$ cat src/rtl/umstr_pkt_buf_reader.sv
// umstr_pkt_buf_reader
// Read-side engine of the UDPMaster frame buffer. Takes one frame
// descriptor at a time and fetches that frame's words from the frame RAM
// read port. It streams them out with m_tlast on the final word. Once the
// last word has been handshaken it pulses a release so the write side can
// reclaim the space.
//
// Ports:
//   clk, reset            single clock, asynchronous active-high reset
//   desc_addr/len/valid   frame descriptor in (len in words, 0..2^ADDR_WIDTH)
//   desc_ready            descriptor accept (high only while idle)
//   ram_addr              registered RAM read address
//   ram_q                 RAM read data, valid one cycle after ram_addr sampled
//   m_tdata/tvalid/tlast  stream master out
//   m_tready              downstream ready
//   rel_valid, rel_len    one-cycle release pulse with the frame length
module umstr_pkt_buf_reader #(
   parameter int DATA_WIDTH = 8,
   parameter int ADDR_WIDTH = 6,
   parameter int LEN_WIDTH  = ADDR_WIDTH + 1
) (
   input  logic                  clk,
   input  logic                  reset,
   input  logic [ADDR_WIDTH-1:0] desc_addr,
   input  logic [LEN_WIDTH-1:0]  desc_len,
   input  logic                  desc_valid,
   output logic                  desc_ready,
   output logic [ADDR_WIDTH-1:0] ram_addr,
   input  logic [DATA_WIDTH-1:0] ram_q,
   output logic [DATA_WIDTH-1:0] m_tdata,
   output logic                  m_tvalid,
   output logic                  m_tlast,
   input  logic                  m_tready,
   output logic                  rel_valid,
   output logic [LEN_WIDTH-1:0]  rel_len
);

   localparam logic [1:0] ST_IDLE  = 2'd0;
   localparam logic [1:0] ST_READ  = 2'd1;
   localparam logic [1:0] ST_DRAIN = 2'd2;

   localparam logic [LEN_WIDTH-1:0]  LEN_ZERO = {LEN_WIDTH{1'b0}};
   localparam logic [LEN_WIDTH-1:0]  LEN_ONE  = {{(LEN_WIDTH-1){1'b0}}, 1'b1};
   localparam logic [ADDR_WIDTH-1:0] ADDR_ONE = {{(ADDR_WIDTH-1){1'b0}}, 1'b1};

   logic [1:0]            state_r;
   logic [1:0]            state_next_s;
   logic                  desc_ready_r;
   logic [ADDR_WIDTH-1:0] ram_addr_r;
   logic [LEN_WIDTH-1:0]  remaining_r;
   logic [LEN_WIDTH-1:0]  len_r;
   logic                  inflight_r;
   logic                  inflight_last_r;
   logic                  rel_valid_r;
   logic [LEN_WIDTH-1:0]  rel_len_r;

   logic                  head_valid_r;
   logic [DATA_WIDTH-1:0] head_data_r;
   logic                  head_last_r;
   logic                  second_valid_r;
   logic [DATA_WIDTH-1:0] second_data_r;
   logic                  second_last_r;

   logic                  accept_s;
   logic                  pop_s;
   logic [2:0]            occ_s;
   logic                  issue_s;
   logic                  final_s;
   logic                  done_s;

   assign accept_s = (state_r == ST_IDLE) & desc_valid & desc_ready_r;
   assign pop_s    = head_valid_r & m_tready;
   // Words buffered plus the read whose data is still on its way from RAM.
   assign occ_s    = {2'b00, head_valid_r} + {2'b00, second_valid_r} + {2'b00, inflight_r};
   // A pop this cycle frees one slot, so the credit limit grows by the pop.
   assign issue_s  = (state_r == ST_READ) && (remaining_r != LEN_ZERO) &&
                     (occ_s < (3'd2 + {2'b00, pop_s}));
   assign final_s  = issue_s && (remaining_r == LEN_ONE);
   assign done_s   = (state_r == ST_DRAIN) && pop_s && head_last_r;

   // Next-state logic of the frame FSM.
   always_comb begin
      state_next_s = state_r;
      case (state_r)
         ST_IDLE: begin
            if (accept_s && (desc_len != LEN_ZERO)) begin
               state_next_s = ST_READ;
            end else begin
               state_next_s = ST_IDLE;
            end
         end
         ST_READ: begin
            if (final_s) begin
               state_next_s = ST_DRAIN;
            end else begin
               state_next_s = ST_READ;
            end
         end
         ST_DRAIN: begin
            if (done_s) begin
               state_next_s = ST_IDLE;
            end else begin
               state_next_s = ST_DRAIN;
            end
         end
         default: state_next_s = ST_IDLE;
      endcase
   end

   // Frame control: FSM state, read address/counter, in-flight tag, release pulse.
   always_ff @(posedge clk or posedge reset) begin
      if (reset) begin
         state_r         <= ST_IDLE;
         desc_ready_r    <= 1'b0;
         ram_addr_r      <= {ADDR_WIDTH{1'b0}};
         remaining_r     <= LEN_ZERO;
         len_r           <= LEN_ZERO;
         inflight_r      <= 1'b0;
         inflight_last_r <= 1'b0;
         rel_valid_r     <= 1'b0;
         rel_len_r       <= LEN_ZERO;
      end else begin
         state_r         <= state_next_s;
         // Registered so it stays low during reset and rises one edge after.
         desc_ready_r    <= (state_next_s == ST_IDLE);
         inflight_r      <= issue_s;
         inflight_last_r <= final_s;
         rel_valid_r     <= done_s;
         if (done_s) begin
            rel_len_r <= len_r;
         end
         if (accept_s) begin
            ram_addr_r  <= desc_addr;
            remaining_r <= desc_len;
            len_r       <= desc_len;
         end else if (issue_s) begin
            // Natural wrap at 2^ADDR_WIDTH.
            ram_addr_r  <= ram_addr_r + ADDR_ONE;
            remaining_r <= remaining_r - LEN_ONE;
         end
      end
   end

   // Two-entry output buffer: head drives the stream, second absorbs the
   // word still arriving from RAM when the head stalls.
   always_ff @(posedge clk or posedge reset) begin
      if (reset) begin
         head_valid_r   <= 1'b0;
         head_data_r    <= {DATA_WIDTH{1'b0}};
         head_last_r    <= 1'b0;
         second_valid_r <= 1'b0;
         second_data_r  <= {DATA_WIDTH{1'b0}};
         second_last_r  <= 1'b0;
      end else if (pop_s) begin
         if (second_valid_r) begin
            head_valid_r <= 1'b1;
            head_data_r  <= second_data_r;
            head_last_r  <= second_last_r;
            if (inflight_r) begin
               second_data_r  <= ram_q;
               second_last_r  <= inflight_last_r;
               second_valid_r <= 1'b1;
            end else begin
               second_valid_r <= 1'b0;
            end
         end else if (inflight_r) begin
            head_valid_r <= 1'b1;
            head_data_r  <= ram_q;
            head_last_r  <= inflight_last_r;
         end else begin
            head_valid_r <= 1'b0;
            head_last_r  <= 1'b0;
         end
      end else if (inflight_r) begin
         if (!head_valid_r) begin
            head_valid_r <= 1'b1;
            head_data_r  <= ram_q;
            head_last_r  <= inflight_last_r;
         end else begin
            second_valid_r <= 1'b1;
            second_data_r  <= ram_q;
            second_last_r  <= inflight_last_r;
         end
      end
   end

   assign desc_ready = desc_ready_r;
   assign ram_addr   = ram_addr_r;
   assign m_tvalid   = head_valid_r;
   assign m_tdata    = head_data_r;
   assign m_tlast    = head_last_r;
   assign rel_valid  = rel_valid_r;
   assign rel_len    = rel_len_r;

endmodule

$ cat config.mk
export PLATFORM = sky130hd
export DESIGN_NAME = umstr_pkt_buf_reader
export DESIGN_NICKNAME = d
export VERILOG_FILES = /design/src/rtl/umstr_pkt_buf_reader.sv
export SDC_FILE = /design/constraint.sdc
export NUM_CORES = 1
export LEC_CHECK = 0
export BUFFER_PORTS_ARGS = -buffer_cell sky130_fd_sc_hd__buf_2
export CAP_MARGIN = 20
export CORE_MARGIN = 1.5
export CORE_UTILIZATION = 50
export CTS_CLUSTER_SIZE = 12
export DETAILED_ROUTE_END_ITERATION = 6
export PLACE_DENSITY = 0.72
export SETUP_SLACK_MARGIN = 0.5
export SYNTH_ARGS = -nofsm -noshare
export SYNTH_HDL_FRONTEND = slang
export SYNTH_SLANG_ARGS = --single-unit
$ cat constraint.sdc
create_clock -name clk -period 4.4 [get_ports clk]
set_input_delay 0.66 -clock clk [delete_from_list [all_inputs] [get_ports clk]]
set_output_delay 0.66 -clock clk [all_outputs]
set_load 0.02 [all_outputs]
---- Yosys cells after proc, flatten, opt, wreduce, memory -nomap -nowiden ----
Cells that the tools add are included.
cells by class
  $add $sub $neg .......................... 5
  $lt $le $gt $ge ......................... 1
  equal/unequal tests ..................... 6
  multiplexer cells ....................... 35
  bitwise operators ....................... 3
  reductions and logical operators ........ 18
operators by type and width
  cell                                                                number
  8-bit two-way mux                                                   9
  1-bit two-way mux                                                   19
  7-bit two-way mux                                                   2
  7-bit nonzero test                                                  2
  6-bit two-way mux                                                   2
  2-bit nonzero test                                                  4
  7-bit by 1-bit == test with 1-bit output, second input constant     1
  7-bit by 1-bit subtractor with 7-bit output, second input constant  1
  6-bit by 1-bit adder with 6-bit output, second input constant       1
  1-bit logical AND                                                   6
  2-bit case mux with 3 select lines                                  1
  2-bit zero test                                                     2
  2-bit two-way mux                                                   2
  2-bit != test, second input constant                                2
  2-bit AND reduction                                                 2
  4-bit AND reduction                                                 1
  2-bit by 1-bit adder with 3-bit output                              1
  2-bit by 1-bit adder with 3-bit output, first input constant        1
  1-bit bitwise AND                                                   3
  3-bit < comparator                                                  1
  3-bit AND reduction                                                 1
  1-bit by 1-bit adder with 2-bit output                              1
  2-bit by 1-bit == test with 1-bit output, second input constant     1
  2-bit == test, second input constant                                1
  2-bit by 1-bit != test with 1-bit output, second input constant     1
storage, ports and cells
  bits in registers ....................... 53
  input bits .............................. 25
  output and inout port bits .............. 25

---- Longest topological paths before layout ----
Gate-level depths: netlist of run 1.
  depth after elaboration ................. 8
  mapped depth ............................ 7
  mapped depth without buffers ............ 7

---- Worst setup path after synthesis of run 1 ----
Ideal clock, no wire load.
  path type ............................... register to register
  start ................................... register head_valid_r (netlist: m_tvalid)
  end ..................................... register ram_addr_r[3] (netlist: ram_addr[3])
  library setup time ...................... 0.126 ns
  data arrival time ....................... 1.978 ns
  slack ................................... 2.297 ns
  stages on the path, launching flop included .. 7
  buffers on the path ..................... 0
  period minus slack after synthesis ...... 2.103 ns
  cell sequence ........................... dfrtp_1 > fa_1 > and3b_2 > o221ai_4 > inv_4 > and3_1 > a221o_1
between the ends
  longest elaborated chain between the ends .. 5
  elaborated cells on any way between the ends .. 7
  those cells by class .................... add/sub: 3; order compare: 1; bitwise: 1; reduce/logical: 2
ends and longest elaborated chain
  item                                                                                RTL line  text
  start, declared                                                                     57        logic head_valid_r;
  start signal, assigned                                                              148       head_valid_r <= 1'b0;
  start signal, assigned                                                              156       head_valid_r <= 1'b1;
  start signal, assigned                                                              167       head_valid_r <= 1'b1;
  1-bit by 1-bit adder with 2-bit output / 1-bit bitwise AND (equally long branches)  74, 72
  2-bit by 1-bit adder with 3-bit output (on tied branches)                           74, 77
  3-bit < comparator (*)                                                              77        (occ_s < (3'd2 + {2'b00, pop_s}));
  1-bit logical AND (*)                                                               76        assign issue_s = (state_r == ST_READ) && (remaining_r != LEN_ZERO) &&
  via issue_s                                                                         67        logic issue_s;
  2-bit nonzero test (no line) (*)                                                    n/a
  end signal, assigned                                                                115       ram_addr_r <= {ADDR_WIDTH{1'b0}};
  end signal, assigned                                                                133       ram_addr_r <= desc_addr;
  end signal, assigned                                                                138       ram_addr_r <= ram_addr_r + ADDR_ONE;
  end, declared                                                                       49        logic [ADDR_WIDTH-1:0] ram_addr_r;
Mark *: on every way through the listed nets, which the timed path passes. The rest lies on a longest branch.
A chain may end at the register's enable or synchronous reset.

---- Final worst setup path of run 1 ----
  start ................................... register head_valid_r (netlist: m_tvalid)
  end ..................................... register remaining_r[5]
between the ends
  longest elaborated chain between the ends .. 5
  elaborated cells on any way between the ends .. 7
  those cells by class .................... add/sub: 3; order compare: 1; bitwise: 1; reduce/logical: 2
ends and longest elaborated chain
  item                                                                                RTL line  text
  1-bit by 1-bit adder with 2-bit output / 1-bit bitwise AND (equally long branches)  74, 72
  2-bit by 1-bit adder with 3-bit output (on tied branches)                           74, 77
  3-bit < comparator (*)                                                              77
  1-bit logical AND (*)                                                               76
  via issue_s                                                                         67
  2-bit nonzero test (no line) (*)                                                    n/a
  end signal, assigned                                                                134       remaining_r <= desc_len;
  end signal, assigned                                                                139       remaining_r <= remaining_r - LEN_ONE;
  end, declared                                                                       50        logic [LEN_WIDTH-1:0] remaining_r;
Marks and branches as above.

==> out/qor.csv, run 1 <==
stage,metric,value,unit
finish,most used cells in the layout excluding fill and tap cells,"dfrtp_1 (53), buf_2 (49), nand2_1 (33)",
place,number of instances in the placed design,326,
sta,final setup violating endpoints,0,
routing,violation count after the first detailed-route iteration,97,
logic_synthesis,Post-Syn Nets,246,
clock_tree,cts hold-fix bufs,0,
floorplanning,total number of placement rows,25,
finish,FF+latch area,1330,sq um
clock_tree,clock tree from TritonCTS,done,
logic_synthesis,number of instances in the synthesized netlist,217,
logic_synthesis,fraction of registers with async set/reset,100,%
power,total power draw,1.94,mW
floorplanning,I/O pin cnt,50,
sta,aggregate negative setup slack,0,ps
logic_synthesis,Synth warnings,0,
routing,drt first pass iters,4,
grt,global-route wire length before repair,7650,um
floorplanning,core region area,4750,sq um
place,global placement routability congestion,0.790,
finish,non-filler instance count after layout,334,
routing,post-route antenna net violation count,0,
logic_synthesis,biggest area consumer among synthesized cells,dfrtp_1,
grt,number of antenna violations at the first check in global routing,0,
sta,final hold vios,0,
critical_path,arrival time at the worst endpoint,2600,ps
grt,residual overflow from global routing,0,
sta,Worst slew margin,34.6,%
logic_synthesis,dominant register cell in the synthesized netlist,dfrtp_1,
finish,number of antenna diodes,0,
finish,area occupied by multi-input gates,1070,sq um
grt,via count of the first global-routing pass,1723,
critical_path,slack of the worst reg-to-reg path,1990,ps
clock_tree,clock tree root buffer cell,clkbuf_8,
floorplanning,die height,73.5,um
logic_synthesis,Yosys top cell area share,53.4,%
critical_path,CP Max Fanout,16,
job,max-cap violations,0,
finish,Area Growth Syn to Fin,15.7,%
clock_tree,cts repair resizes,0,
critical_path,count of cells along the worst register-to-register path,6,
power,areal power density over the cells,673,nW/um^2
critical_path,Required @ worst endpoint,4590,ps
routing,routed len/inst,13.7,um
logic_synthesis,sequential-to-total area share from yosys stat,53.4,%
routing,DRC violation count after routing,0,
sta,worst-margin pin slew,975,ps
logic_synthesis,top cells by area in the synthesized netlist,"dfrtp_1 (53%), mux2_2 (7.3%), nand2_1 (5.0%)",
clock_tree,number of H-tree levels,2,
sta,FMAX,0.415,GHz
grt,overall track demand over capacity in global routing,18.4,%
floorplanning,overall die width,73.5,um
clock_tree,clock transition time at the flip-flop clock pins of the worst setup and hold paths,100,ps
critical_path,start point of the critical path,m_tvalid,
clock_tree,Sink Count,53,
sta,min Tclk post-route,2410,ps
routing,DR vias,1747,
sta,Fin Hold WS,314,ps
place,placed standard-cell area,2790,sq um
routing,total length of routed wires,4570,um
clock_tree,Inserted Clock Buffers,5,
sta,final period utilization,54.7,%
finish,number of nets in the layout,295,
critical_path,critical path type,flip-flop to flip-flop,
sta,RSZ-0062 raised after global routing,false,
sta,Final Max Slew Viols,0,
power,Max rail drop VDD,0.000374,V
critical_path,Startpoint Class,flip-flop,
logic_synthesis,netlist area before placement,2480,sq um
logic_synthesis,Post-synth EDFFs,0,
clock_tree,number of buffers on the longest clock path,2,
clock_tree,post-CTS setup-driven buffer insertion count,0,
finish,final instance area,2870,sq um
finish,share of layout cells above drive strength 1,33.3,%
grt,maximum number of pins on one net before global-route repair,39,
place,port bufs,49,
logic_synthesis,count of unique library cells instantiated by Yosys,52,
sta,worst clock skew on the final layout,8.21,ps
critical_path,crit path capture,remaining_r[5],
logic_synthesis,"flops & latches, synth",53,
place,estimated wirelength of the detail-placed design,3260,um
finish,"leading cell type in the layout, fill and taps excluded",dfrtp_1,
critical_path,endpoint of the lowest-slack register-to-register path,remaining_r[5],
power,leakage power,1.43,nW
floorplanning,die area,5400,sq um
logic_synthesis,Synth Area per Inst,11.4,sq um
critical_path,critical path endpoint category,flip-flop,
critical_path,Critical R2R Launch,m_tvalid,
floorplanning,initial standard-cell utilization of the core,52.2,%
clock_tree,clock latency reported for the late side of the worst-skew pair,300,ps
status,status,finished clean,
finish,fill cell total of the finished layout,432,
hold_path,Tightest Hold Check Type,primary input to asynchronous set/reset pin,
routing,mean number of vias per cell,5.23,
==> per-layer routing <==
layer | part of all wire, % | track usage [%] | up-vias
met4 | 0.68 | 4.94 | 0
met1 | 46 | 23.0 | 833
met2 | 49 | 32.4 | 39
li1 | - | - | 871
met3 | 3.6 | 3.84 | 4
met5 | 0 | 0 | -
==> how the worst min path moves through the flow <==
stage	slack, ps	end	startpoint
after floorplan	440	len_r[0]	len_r[0]
after global placement	460	m_tdata[7]	m_tdata[7]
after detailed placement	460	len_r[5]	len_r[5]
after CTS	310	rel_valid	reset
after global routing	320	rel_valid	reset
final	310	rel_valid	reset
==> layout make-up <==
cell class,count,share of cell area [%]
inverters,9,1.26
repair buffers,51,9.49
well taps,67,2.92
clock buffers,5,2.39
multi-input cells,146,37.2
clock inverters,3,0.609
flip-flops and latches,53,46.1
==> per-stage QoR <==
| step | util (%) | worst slack [ps] |
|---|---|---|
| after floorplan | - | 2300 |
| after global placement | 58.2 | 2050 |
| after detailed placement | 58.6 | 2000 |
| after CTS | 60.4 | 1990 |
| after global routing | 60.4 | 1880 |
| final | 60.4 | 1990 |
==> power breakdown <==
part	total [mW]	internal (mW)	switching (mW)
clock network	0.266	0.110	0.156
registers	0.839	0.681	0.158
logic	0.830	0.366	0.464
total	1.94	1.16	0.779
==> registers in the layout, indices dropped and copies added (netlist names) <==
register,cells
m_tlast,1
rel_valid,1
remaining_r,7
len_r,7
inflight_r,1
second_data_r,8
inflight_last_r,1
second_valid_r,1
m_tdata,8
m_tvalid,1
rel_len,7
ram_addr,6
state_r,2
desc_ready,1
second_last_r,1
==> synthesized netlist by cell type, drive strengths merged, types with 4 or more instances <==
| master | instances |
|---|---|
| nand2 | 33 |
| nand3 | 5 |
| nor2 | 8 |
| dfrtp | 53 |
| a221o | 6 |
| and3 | 5 |
| mux2i | 12 |
| buf | 5 |
| inv | 9 |
| mux2 | 16 |
| o21ai | 16 |
| clkbuf | 4 |
==> cell families after synthesis <==
logic type	after synthesis	synth area share, %
AO/OA/AOI/OAI	40	12.7
XOR/XNOR	1	0.353
adder cells (fa/ha/maj)	4	2.32
buffers and inverters	18	3.83
flip-flops	53	53.4
multiplexers	28	12.1
AND/OR/NAND/NOR	73	15.3
==> critical path, cell delays in order, from the launching register on <==
cell      delay [ps]
dfrtp_1          510
fa_1             590
and3b_2          220
o221ai_4         430
inv_4            110
mux2i_1          140
a221o_1          300
Note: power is estimated with default switching activity, not from simulation.
==> run 2: changes to the inputs <==
Settings changed: ABC_AREA set to 1, CORE_UTILIZATION 50 to 49, PLACE_DENSITY 0.72 to 0.73.
Clock period 4.4 ns to 2.21 ns, I/O delays scaled along.
==> run 2 against run 1 <==
Effect of this change: combinational power rose to 2.9 times the previous value; wire length up 21%; largest power group is now combinational logic; synthesized area increased by 3.3%; global-route usage up 1.5 points; synthesized cell count increased by 43%; power increased by 150%; critical path type unchanged; clock skew up 1.7 ps.
==> out/qor.csv, run 2 <==
stage,metric,value,unit
finish,share of layout cells above drive strength 1,26.3,%
critical_path,Required @ worst endpoint,2390,ps
logic_synthesis,number of instances in the synthesized netlist,311,
grt,global-route wire length before repair,8510,um
routing,DR vias,2188,
clock_tree,number of buffers on the longest clock path,2,
logic_synthesis,Post-synth EDFFs,0,
critical_path,critical path endpoint category,flip-flop,
logic_synthesis,Post-Syn Nets,340,
logic_synthesis,area fraction in compound gates after synthesis,12.9,%
floorplanning,die height,75.4,um
clock_tree,Inserted Clock Buffers,5,
job,max-cap violations,0,
floorplanning,die area,5680,sq um
sta,Worst slew margin,63.7,%
logic_synthesis,"flops & latches, synth",53,
logic_synthesis,biggest area consumer among synthesized cells,dfrtp_1,
sta,RSZ-0062 raised after global routing,true,
floorplanning,I/O pin cnt,50,
place,global placement routability congestion,0.841,
sta,final setup violating endpoints,0,
power,Max rail drop VDD,0.000665,V
sta,worst clock skew on the final layout,9.92,ps
sta,worst-margin pin slew,543,ps
sta,FMAX,0.557,GHz
grt,maximum number of pins on one net before global-route repair,30,
clock_tree,clock transition time at the flip-flop clock pins of the worst setup and hold paths,100,ps
place,estimated wirelength of the detail-placed design,3750,um
grt,overall track demand over capacity in global routing,19.9,%
logic_synthesis,xor-xnor portion of the synthesized cell area,1.02,%
logic_synthesis,netlist area before placement,2570,sq um
hold_path,Tightest Hold Check Type,primary input to asynchronous set/reset pin,
clock_tree,cts hold-fix bufs,0,
place,port bufs,49,
grt,via count of the first global-routing pass,1912,
logic_synthesis,Synth warnings,0,
floorplanning,total number of placement rows,26,
critical_path,Critical R2R Launch,inflight_r,
logic_synthesis,cell types with the highest counts after synthesis,"nand2_1 (75), dfrtp_1 (53), nor2_1 (44)",
logic_synthesis,"post-synthesis share of cell area spent on full adders, half adders and majority gates",2.24,%
power,leakage power,1.66,nW
logic_synthesis,largest family of logic cells by synthesized area,simple AND/OR/NAND/NOR gates,
finish,final core utilization,61.8,%
power,areal power density over the cells,1530,nW/um^2
finish,non-filler instance count after layout,439,
routing,violation count after the first detailed-route iteration,111,
sta,min Tclk post-route,1790,ps
logic_synthesis,count of unique library cells instantiated by Yosys,27,
finish,number of antenna diodes,0,
floorplanning,initial standard-cell utilization of the core,50.6,%
clock_tree,Sink Count,53,
logic_synthesis,top cells by area in the synthesized netlist,"dfrtp_1 (52%), nand2_1 (11%), nor2_1 (6.4%)",
place,number of instances in the placed design,425,
finish,most used cells in the layout excluding fill and tap cells,"nand2_1 (72), dfrtp_1 (52), buf_2 (49)",
logic_synthesis,fraction of registers with async set/reset,100,%
logic_synthesis,Synth Area per Inst,8.25,sq um
grt,number of antenna violations at the first check in global routing,0,
logic_synthesis,multiplexer share of the synthesized area,0,%
critical_path,CP Max Fanout,3,
sta,Final Max Slew Viols,0,
grt,residual overflow from global routing,0,
logic_synthesis,sequential-to-total area share from yosys stat,51.7,%
critical_path,start point of the critical path,inflight_r,
floorplanning,core region area,5070,sq um
logic_synthesis,"share of synthesized cell area in and, or, nand and nor gates",23.8,%
routing,total length of routed wires,5520,um
finish,number of nets in the layout,397,
clock_tree,clock latency reported for the late side of the worst-skew pair,310,ps
routing,post-route antenna net violation count,0,
routing,routed len/inst,12.6,um
status,status,finished clean,
clock_tree,clock tree root buffer cell,clkbuf_8,
routing,drt first pass iters,4,
sta,Worst Slack Setup Final,415,ps
clock_tree,number of H-tree levels,2,
place,minimum setup slack after placement,323,ps
finish,"leading cell type in the layout, fill and taps excluded",nand2_1,
logic_synthesis,most used standard cell by instance count after synthesis,nand2_1,
sta,aggregate negative setup slack,0,ps
floorplanning,overall die width,75.4,um
logic_synthesis,Yosys top cell area share,51.7,%
critical_path,critical path type,flip-flop to flip-flop,
routing,mean number of vias per cell,4.98,
logic_synthesis,dominant register cell in the synthesized netlist,dfrtp_1,
critical_path,Startpoint Class,flip-flop,
sta,final hold vios,0,
sta,final period utilization,81.2,%
finish,Area Growth Syn to Fin,22.1,%
routing,DRC violation count after routing,0,
critical_path,arrival time at the worst endpoint,1970,ps
clock_tree,clock tree from TritonCTS,done,
-- run 2: cells by family (layout without fill, tap and decap cells) --
group                    count (synthesis)  after routing
flip-flops                              53             53
adder cells (fa/ha/maj)                  4              4
AO/OA/AOI/OAI                           60             60
AND/OR/NAND/NOR                        144            144
XOR/XNOR                                 3              3
buffers and inverters                   47            105
-- run 2: area by class of cell --
cell class / instances / area [sq um]
fill: 472 / 1940
sequential: 53 / 1330
multi-input combinational: 211 / 1090
timing repair buffer: 59 / 349
inverter: 38 / 145
tap: 70 / 87.6
clock buffer: 5 / 68.8
clock inverter: 3 / 65.1
-- run 2: routing by layer --
metal  part of all wire (%)  track usage (%)
met1                     45             25.2
met4                    1.8             5.95
met3                    4.3             4.50
met5                      0                0
met2                     49             34.3
-- run 2: metrics by stage --
stage,hold slack [ps],instance area (sq um),power (mW)
2_1_floorplan,442,2570,3.21
3_3_place_gp,409,2870,3.52
3_5_place_dp,411,2870,3.60
4_1_cts,70.6,3070,4.59
5_1_grt,95.7,3130,5.16
6_report,54.1,3130,4.79
-- run 2: final timing paths --
path | endpoint | slack [ps] | cells past startpoint
min | m_tdata[5] | 50 | 2
min in group clk | len_r[0] | 280 | 3
max | state_r[0] | 420 | 8
max reg2reg | state_r[0] | 420 | 8
max in group asynchronous | len_r[0] | 1610 | 3
min reg2reg | len_r[2] | 490 | 2
-- run 2: repair_timing --
action	CTS	global route
gates resized for setup	6	13
buffers inserted	4	2
pin swaps	2	5
endpoints found under the setup margin	11	17
endpoints found under the hold margin	0	0
-- run 2: power by group --
part	internal, mW	switching, mW	total, mW	leakage (nW)
Clock	0.450	0.314	0.764	0.0681
Sequential	1.37	0.235	1.60	0.649
Combinational	0.925	1.49	2.42	0.939
Total	2.74	2.04	4.79	1.66
-- run 2: critical path, stage by stage, from the launching register on --
cell and delay [ps]:
dfrtp_2 430, fa_1 480, inv_1 80, nand3_2 100
a21oi_4 180, buf_4 150, nand3_2 100, inv_2 90
o21ai_0 70
